### config.mk
export PLATFORM = sky130hd
export DESIGN_NAME = systolic_skew_feeder_flat
export DESIGN_NICKNAME = d
export VERILOG_FILES = /design/src/rtl/systolic_skew_feeder_if.sv /design/src/rtl/systolic_skew_feeder.sv /design/src/flat_wrapper.sv
export SDC_FILE = /design/constraint.sdc
export NUM_CORES = 2
export LEC_CHECK = 0
export BUFFER_PORTS_ARGS = -buffer_cell sky130_fd_sc_hd__buf_4
export CELL_PAD_IN_SITES_DETAIL_PLACEMENT = 1
export CELL_PAD_IN_SITES_GLOBAL_PLACEMENT = 1
export CORE_MARGIN = 8
export CORE_UTILIZATION = 45
export DETAILED_ROUTE_END_ITERATION = 7
export PLACE_DENSITY_LB_ADDON = 0.12
export SYNTH_ARGS = -nofsm -noshare
export SYNTH_HDL_FRONTEND = slang
export SYNTH_SLANG_ARGS = --single-unit
export TNS_END_PERCENT = 20
### constraint.sdc
create_clock -name clk -period 3.2 [get_ports clk]
set_input_delay 0.64 -clock clk [delete_from_list [all_inputs] [get_ports clk]]
set_output_delay 0.64 -clock clk [all_outputs]
set_load 0.05 [all_outputs]
### src/rtl/systolic_skew_feeder_if.sv
// k-step input stream into the skew feeder: one activation column and one weight row per beat.
interface systolic_skew_feeder_if #(
    parameter int unsigned SIZE       = 16,
    parameter int unsigned DATA_WIDTH = 8
);
    logic                       in_valid;
    logic                       in_ready;
    logic [SIZE*DATA_WIDTH-1:0] in_a;
    logic [SIZE*DATA_WIDTH-1:0] in_b;

    modport master (
        output in_valid,
        output in_a,
        output in_b,
        input  in_ready
    );

    modport slave (
        input  in_valid,
        input  in_a,
        input  in_b,
        output in_ready
    );
endinterface

### src/rtl/systolic_skew_feeder.sv
// Feeds the north/west edges of a SIZE x SIZE systolic array with triangular per-lane skew,
// sequences the tile (clear, stream, drain) and flags when the last product has landed.
module systolic_skew_feeder #(
    parameter int unsigned SIZE       = 16,
    parameter int unsigned DATA_WIDTH = 8,
    parameter int unsigned K_WIDTH    = 16
) (
    input  logic                       clk,
    input  logic                       rst,
    input  logic                       start,
    input  logic [K_WIDTH-1:0]         k_len,
    systolic_skew_feeder_if.slave      bus,
    output logic [SIZE*DATA_WIDTH-1:0] west_inputs,
    output logic [SIZE*DATA_WIDTH-1:0] north_inputs,
    output logic [SIZE-1:0]            west_valid,
    output logic [SIZE-1:0]            north_valid,
    output logic                       accum_reset,
    output logic                       busy,
    output logic                       done
);

    typedef enum logic [2:0] {
        StIdle,
        StClear,
        StStream,
        StDrain,
        StDone
    } state_e;

    localparam logic [K_WIDTH-1:0] DrainLast = K_WIDTH'(2 * SIZE - 1);

    state_e             state_q;
    logic [K_WIDTH-1:0] k_len_q;
    logic [K_WIDTH-1:0] beat_cnt_q;
    logic [K_WIDTH-1:0] drain_cnt_q;
    logic               in_ready_q;
    logic               accept;
    logic [SIZE-1:0]    vld_sr_q;

    assign accept       = bus.in_valid & in_ready_q;
    assign bus.in_ready = in_ready_q;

    always_ff @(posedge clk) begin
        if (rst) begin
            state_q     <= StIdle;
            k_len_q     <= '0;
            beat_cnt_q  <= '0;
            drain_cnt_q <= '0;
            in_ready_q  <= 1'b0;
            busy        <= 1'b0;
            done        <= 1'b0;
            accum_reset <= 1'b0;
        end else begin
            done        <= 1'b0;
            accum_reset <= 1'b0;
            unique case (state_q)
                StIdle: begin
                    if (start) begin
                        k_len_q     <= k_len;
                        beat_cnt_q  <= '0;
                        busy        <= 1'b1;
                        accum_reset <= 1'b1;
                        state_q     <= StClear;
                    end
                end
                StClear: begin
                    if (k_len_q == '0) begin
                        done    <= 1'b1;
                        state_q <= StDone;
                    end else begin
                        in_ready_q <= 1'b1;
                        state_q    <= StStream;
                    end
                end
                StStream: begin
                    if (accept) begin
                        beat_cnt_q <= beat_cnt_q + K_WIDTH'(1);
                        if (beat_cnt_q + K_WIDTH'(1) == k_len_q) begin
                            in_ready_q  <= 1'b0;
                            drain_cnt_q <= '0;
                            state_q     <= StDrain;
                        end
                    end
                end
                StDrain: begin
                    // 2*SIZE cycles covers the deepest lane plus the array diagonal
                    if (drain_cnt_q == DrainLast) begin
                        done    <= 1'b1;
                        state_q <= StDone;
                    end else begin
                        drain_cnt_q <= drain_cnt_q + K_WIDTH'(1);
                    end
                end
                StDone: begin
                    busy    <= 1'b0;
                    state_q <= StIdle;
                end
                default: state_q <= StIdle;
            endcase
        end
    end

    // Stage j of this register holds the accept flag delayed j+1 cycles; shared by both edges.
    always_ff @(posedge clk) begin
        if (rst) begin
            vld_sr_q <= '0;
        end else begin
            vld_sr_q <= {vld_sr_q[SIZE-2:0], accept};
        end
    end

    assign west_valid  = vld_sr_q;
    assign north_valid = vld_sr_q;

    for (genvar i = 0; i < SIZE; i++) begin : g_lane
        logic [DATA_WIDTH-1:0] a_sr_q [i+1];
        logic [DATA_WIDTH-1:0] b_sr_q [i+1];

        always_ff @(posedge clk) begin
            if (rst) begin
                for (int j = 0; j <= i; j++) begin
                    a_sr_q[j] <= '0;
                    b_sr_q[j] <= '0;
                end
            end else begin
                a_sr_q[0] <= accept ? bus.in_a[i*DATA_WIDTH +: DATA_WIDTH] : '0;
                b_sr_q[0] <= accept ? bus.in_b[i*DATA_WIDTH +: DATA_WIDTH] : '0;
                for (int j = 1; j <= i; j++) begin
                    a_sr_q[j] <= a_sr_q[j-1];
                    b_sr_q[j] <= b_sr_q[j-1];
                end
            end
        end

        assign west_inputs[i*DATA_WIDTH +: DATA_WIDTH]  = vld_sr_q[i] ? a_sr_q[i] : '0;
        assign north_inputs[i*DATA_WIDTH +: DATA_WIDTH] = vld_sr_q[i] ? b_sr_q[i] : '0;
    end

endmodule

### src/flat_wrapper.sv
// flat-port wrapper written by rule: the top's interface ports become plain ports
module systolic_skew_feeder_flat 
#(
    parameter int unsigned SIZE       = 16,
    parameter int unsigned DATA_WIDTH = 8,
    parameter int unsigned K_WIDTH    = 16
)
  (clk, rst, start, k_len, west_inputs, north_inputs, west_valid, north_valid, accum_reset, busy, done, bus_in_valid, bus_in_a, bus_in_b, bus_in_ready);
  systolic_skew_feeder_if #(.SIZE(SIZE), .DATA_WIDTH(DATA_WIDTH)) bus_i ();
  input  logic clk;
  input  logic rst;
  input  logic start;
  input  logic [K_WIDTH-1:0] k_len;
  output logic [SIZE*DATA_WIDTH-1:0] west_inputs;
  output logic [SIZE*DATA_WIDTH-1:0] north_inputs;
  output logic [SIZE-1:0] west_valid;
  output logic [SIZE-1:0] north_valid;
  output logic accum_reset;
  output logic busy;
  output logic done;
  input wire logic [$bits(bus_i.in_valid)-1:0] bus_in_valid;
  input wire logic [$bits(bus_i.in_a)-1:0] bus_in_a;
  input wire logic [$bits(bus_i.in_b)-1:0] bus_in_b;
  output wire logic [$bits(bus_i.in_ready)-1:0] bus_in_ready;
  assign bus_i.in_valid = bus_in_valid;
  assign bus_i.in_a = bus_in_a;
  assign bus_i.in_b = bus_in_b;
  assign bus_in_ready = bus_i.in_ready;
  systolic_skew_feeder #(.SIZE(SIZE), .DATA_WIDTH(DATA_WIDTH), .K_WIDTH(K_WIDTH)) u_core (.clk(clk), .rst(rst), .start(start), .k_len(k_len), .bus(bus_i), .west_inputs(west_inputs), .north_inputs(north_inputs), .west_valid(west_valid), .north_valid(north_valid), .accum_reset(accum_reset), .busy(busy), .done(done));
endmodule
== Word level (Yosys, flattened, before mapping) ==
Memory sizes are Yosys's and may differ from the RTL's.
Index checks and enable logic that the tools add are counted.

* Add/sub/neg operators: 2
* Eq/ne operators: 12
* Mux-type cells: 364
* Bitwise gates (word level): 272
* Reductions and logical operators: 15

{| class="wikitable"
|+ Operator list
! kind !! count
|-
| two-way mux 8 bit || 336
|-
| OR 1 bit || 270
|-
| two-way mux 16 bit || 5
|-
| case mux 16 bit (2 select lines) || 2
|-
| adder 16 x 1 -> 16 bit (second input constant) || 2
|-
| == test 16 bit || 1
|-
| == test 16 x 5 -> 1 bit (second input constant) || 1
|-
| logical NOT 16 bit || 1
|-
| OR reduction 8 bit || 2
|-
| two-way mux 3 bit || 5
|-
| two-way mux 1 bit || 12
|-
| case mux 3 bit (4 select lines) || 1
|-
| AND reduction 4 bit || 3
|-
| nonzero test 2 bit || 4
|-
| == test 3 x 2 -> 1 bit (second input constant) || 2
|-
| inequality test 2 x 1 -> 1 bit (second input constant) || 3
|-
| inequality test 2 bit (second input constant) || 3
|-
| case mux 1 bit (2 select lines) || 3
|-
| AND reduction 2 bit || 2
|-
| == test 3 x 1 -> 1 bit (second input constant) || 1
|-
| == test 3 bit (second input constant) || 1
|-
| logical NOT 3 bit || 1
|-
| AND reduction 3 bit || 1
|-
| OR reduction 2 bit || 1
|-
| 2 further kinds || 2
|}

* Bits in registers: 71
* Bits in writable memories: 2,176
* Bits of input ports: 276
* Memories: 32

{| class="wikitable"
|+ Memories
! memory !! words !! width !! rd ports !! clocked after memory_dff !! write ports !! line !! RTL
|-
| u_core.g_lane[15].a_sr_q || 16 || 8 || 16 || 0 || 16 || systolic_skew_feeder.sv:116 || <nowiki>logic [DATA_WIDTH-1:0] a_sr_q [i+1];</nowiki>
|-
| u_core.g_lane[15].b_sr_q || 16 || 8 || 16 || 0 || 16 || systolic_skew_feeder.sv:117 || <nowiki>logic [DATA_WIDTH-1:0] b_sr_q [i+1];</nowiki>
|-
| u_core.g_lane[14].a_sr_q || 15 || 8 || 15 || 0 || 15 || systolic_skew_feeder.sv:116 ||
|-
| u_core.g_lane[14].b_sr_q || 15 || 8 || 15 || 0 || 15 || systolic_skew_feeder.sv:117 ||
|-
| u_core.g_lane[13].a_sr_q || 14 || 8 || 14 || 0 || 14 || systolic_skew_feeder.sv:116 ||
|-
| u_core.g_lane[13].b_sr_q || 14 || 8 || 14 || 0 || 14 || systolic_skew_feeder.sv:117 ||
|-
| +26 memories || -- || -- || -- || -- || -- || -- ||
|}

== Depth between registers and ports, before layout ==
* Depth after elaboration: 5
* Gate-level depth with buffers: 10

== Least setup slack after synthesis ==
OpenSTA, ideal clock, no wires.

* Path type: register to register
* Start point: register u_core.beat_cnt_q[0]
* End point: register u_core.drain_cnt_q[11]
* Setup time: 124 ps
* Data arrival time: 2,322 ps
* Required time: 3,076 ps
* Slack: 754 ps
* Cell stages (with the launch flop): 10
* Path buffers: 1
* Period minus slack after synthesis: 2,446 ps
* Cells stage by stage: dfxtp_1 -> ha_1 -> and3_1 -> nand3_2 -> nor4b_2 -> o2111ai_1 -> a2111oi_4 -> o21a_4 -> buf_6 -> o22ai_2

* Word-level cells in the longest chain between the ends: 4

{| class="wikitable"
|+ Ends and longest elaborated chain
! what !! line !! RTL
|-
| start, declared || systolic_skew_feeder.sv:34 || <nowiki>logic [K_WIDTH-1:0] beat_cnt_q;</nowiki>
|-
| start signal, assigned || systolic_skew_feeder.sv:77 || <nowiki>beat_cnt_q <= beat_cnt_q + K_WIDTH'(1);</nowiki>
|-
| adder 16 x 1 -> 16 bit || systolic_skew_feeder.sv:78 || <nowiki>if (beat_cnt_q + K_WIDTH'(1) == k_len_q) begin</nowiki>
|-
| == test 16 bit || systolic_skew_feeder.sv:78 ||
|-
| inequality test 2 x 1 -> 1 bit (no source line) || -- ||
|-
| AND reduction 4 bit (no source line) || -- ||
|-
| end signal, assigned || systolic_skew_feeder.sv:91 || <nowiki>drain_cnt_q <= drain_cnt_q + K_WIDTH'(1);</nowiki>
|-
| end, declared || systolic_skew_feeder.sv:35 || <nowiki>logic [K_WIDTH-1:0] drain_cnt_q;</nowiki>
|}

No other way between the ends.
A chain may end at the register's enable or synchronous reset.

== Final worst setup path ==
* Start point: register u_core.beat_cnt_q[4]
* End point: register u_core.drain_cnt_q[10]

Same word-level chain as after synthesis.

==> impl_metrics.py <==
metrics = {
    "critical_path": {
        "critPathMaxStageDelay_ns": 0.56,
        "r2r_start": "u_core.beat_cnt_q[4]",
        "critical-path-top-delay-family": "compound AO/OA/AOI/OAI gates",
        "cp-start-kind": "flip-flop",
        "critPathKind": "reg2reg",
        "rrSetupSlack_ns": 0.29,
        "crit_buf_inv": 0,
        "worstSetupStartpoint": "u_core.beat_cnt_q[4]",
        "cp-end-kind": "flip-flop",
        "worst-endpoint-arrival_ns": 3.54,
        "crit_path_top_delay_cell": "dfxtp_1",
        "cp_max_fo": 16,
        "crit_chain": "nand3_1 > o21ai_0 > nor4b_1 > o2111ai_1 > a2111oi_4 > o21a_4 > a311oi_1",
        "crit_required_ns": 3.83,
    },
    "synth": {
        "yosysWarnings": 0,
        "netlist_instances": 5311,
        "synth_seq_area_share_pct": 70.98,
        "synth_edf_count": 0,
        "synthesis.nets": 5589,
        "syn_area_mm2": 0.06337,
        "synth-seq-cells": 2247,
        "async_reset_ff_share_pct": 0,
        "synth_cell_types": 55,
        "ys.flop_type": "dfxtp_1",
        "post_synth.cell_area_avg_um2": 11.93,
    },
    "sta": {
        "hold_violations": 0,
        "worst_slack_ns": 0.2943,
        "fin_crit_sh_pct": 90.80,
        "hold_slack_ns": 0.08574,
        "fin_crit_ns": 2.906,
        "fin_skew_ns": 0.03048,
        "rsz0062_at_grt": "false",
        "setup_viol": 0,
        "drv_slew": 0,
        "setup-tns-final_ns": 0,
        "relSlewSlack_pct": 22.61,
        "tightestPinTransition_ns": 1.161,
        "fmaxAchievable_ghz": 0.3442,
    },
    "worst_hold_path": {
        "hold_start": "bus_in_a[125]",
        "hold_class": "in2reg",
    },
    "global_route": {
        "grt_pass1_wl_um": 192100,
        "antenna_found_initial": 24,
        "grt_start_max_net_pins": 240,
        "track_usage_pct": 15.61,
        "overflow": 0,
        "grt_pass1_vias": 35781,
    },
    "floorplan": {
        "coreArea_mm2": 0.1397,
        "ios": 568,
        "dieHeight_um": 391.3,
        "row_count": 137,
        "die_w_um": 391.3,
        "die_area_mm2": 0.1531,
        "start_util_pct": 45.36,
    },
    "cts": {
        "cts_tree": "yes",
        "root_buffer": "clkbuf_16",
        "cts_made_buffers": 216,
        "cts.clk_slew.worst_paths_ns": 0.06,
        "insertion_delay_ns": 0.81,
        "h-tree-depth": 4,
        "post_cts.repair.setup_buffers": 0,
        "cts.sinks": 2247,
        "clk_path_buf_depth": 3,
    },
    "finish": {
        "final_cell_mix": "2246 x dfxtp_1, 1937 x nor2b_1, 589 x buf_4, 514 x and2_1, 231 x dlygate4sd3_1",
        "final_common_cell": "dfxtp_1",
        "n_fill_cell": 14097,
        "final_core_util_pct": 56.38,
        "postLayoutCellArea_mm2": 0.07876,
        "layout.nets": 6343,
        "drive_gt1_share_pct": 15.39,
        "syn_to_final_growth_pct": 24.28,
    },
    "power_and_ir_drop": {
        "power.leakage_nw": 32.16,
        "power_density_mw_per_mm2": 698.5,
        "vdd_drop_max_mv": 0.4911,
    },
    "placed_design": {
        "hpwl_um": 73900,
        "post-place-ws_ns": 0.3723,
        "io_buffers": 567,
        "gp_congestion": 0.7567,
        "place_area_mm2": 0.06925,
    },
    "status": {
        "status": "finished clean",
    },
    "detailed_routing": {
        "post_drt_wl_per_cell_um": 15.15,
        "wl_um": 123100,
        "vias": 35001,
        "ant_nets": 0,
        "vias_per_cell": 4.306,
        "drtPass1Iterations": 4,
        "drc_errors": 0,
        "drt_iter0_markers": 1242,
    },
    "run": {
        "drv_cap": 0,
    },
}
routing by layer:
metal | track usage [%] | wire, um | up-vias
met4 | 5.839 | 3729 | 6
met1 | 18.38 | 52570 | 16401
met3 | 4.970 | 7949 | 258
li1 | - | - | 17682
met5 | 0 | 41 | -
met2 | 26.64 | 58810 | 654
worst register-to-register path: cells and delay by family (launching register included):
kind / cells / cell delay [ns]
AOI/OAI and AO/OA: 5 / 1.49
DFF: 1 / 0.56
and+or+nand+nor: 2 / 0.70
metrics by stage:
stage	std cells	power, mW
6_report	8128	55.02
5_1_grt	8120	57.18
4_1_cts	8113	55.87
3_5_place_dp	7492	30.34
3_3_place_gp	7492	30.30
2_1_floorplan	5311	29.76
Yosys cell counts (7+ instances only):
| cell type | count | area [um^2] |
|---|---|---|
| nand2b_1 | 15 | 93.84 |
| nand2_1 | 63 | 236.5 |
| o21ai_0 | 18 | 90.09 |
| a31oi_1 | 11 | 68.82 |
| nor4_1 | 14 | 87.58 |
| xnor2_1 | 9 | 78.83 |
| inv_1 | 7 | 26.28 |
| nor2b_1 | 1937 | 12120 |
| nand3_1 | 11 | 55.05 |
| nor2_1 | 35 | 131.4 |
| dfxtp_1 | 2247 | 44980 |
| clkbuf_1 | 274 | 1028 |
| buf_4 | 19 | 142.6 |
| nor3_1 | 17 | 85.08 |
| xor2_1 | 9 | 78.83 |
| a311oi_1 | 7 | 61.31 |
| a21oi_1 | 34 | 170.2 |
| and2_1 | 514 | 3216 |
logic make-up (layout without fill, tap and decap cells):
logic type	after synthesis	after routing	share of synthesized area [%]
and+or+nand+nor	2633	2633	25.62
buffers and inverters	306	1232	1.947
AOI/OAI and AO/OA	104	104	1.145
muxes	1	1	0.01580
other	0	15	0
xor gates and xnor gates	18	18	0.2488
DFF	2247	2247	70.98
adders and majority gates	2	2	0.03948
registers in the layout, indices dropped and copies added (netlist names):
| signal | cells |
|---|---|
| u_core.bus.in_ready | 1 |
| u_core.g_lane.b_sr_q | 1088 |
| u_core.north_valid | 16 |
| u_core.accum_reset | 1 |
| u_core.k_len_q | 16 |
| u_core.state_q | 3 |
| u_core.busy | 1 |
| u_core.done | 1 |
| u_core.drain_cnt_q | 16 |
| u_core.beat_cnt_q | 16 |
| u_core.g_lane.a_sr_q | 1088 |
area by class of cell:
class / count / area [um^2] / share of cell area [%]
clock buffers: 322 / 6339 / 8.048
repair buffers: 835 / 7042 / 8.941
clock inverters: 68 / 820.8 / 1.042
multi-input cells: 2758 / 17160 / 21.79
flip-flops and latches: 2247 / 44980 / 57.12
well taps: 1876 / 2347 / 2.980
inverters: 7 / 26.28 / 0.03336
diodes: 15 / 37.54 / 0.04766
what timing repair did:
| action | 4_1_cts | 5_1_grt |
|---|---|---|
| hold buffers | 231 | 0 |
| hold endpoints to repair | 231 | 0 |
| endpoints found under the setup margin | 1 | 0 |
| resized for setup | 1 | 0 |
final timing paths:
path         cells after the start                               to
max                              7           u_core.drain_cnt_q[10]
min                              2   u_core.g_lane[15].a_sr_q[0][5]
max reg2reg                      7           u_core.drain_cnt_q[10]
min reg2reg                      1  u_core.g_lane[12].a_sr_q[0][46]
report_power, final:
part	switching [mW]	internal, mW	leakage, nW
clock network	10.3	14.7	3.53
logic	0.891	0.704	10.5
registers	0.108	28.2	18.1
Power figures use the tool's default switching activity.
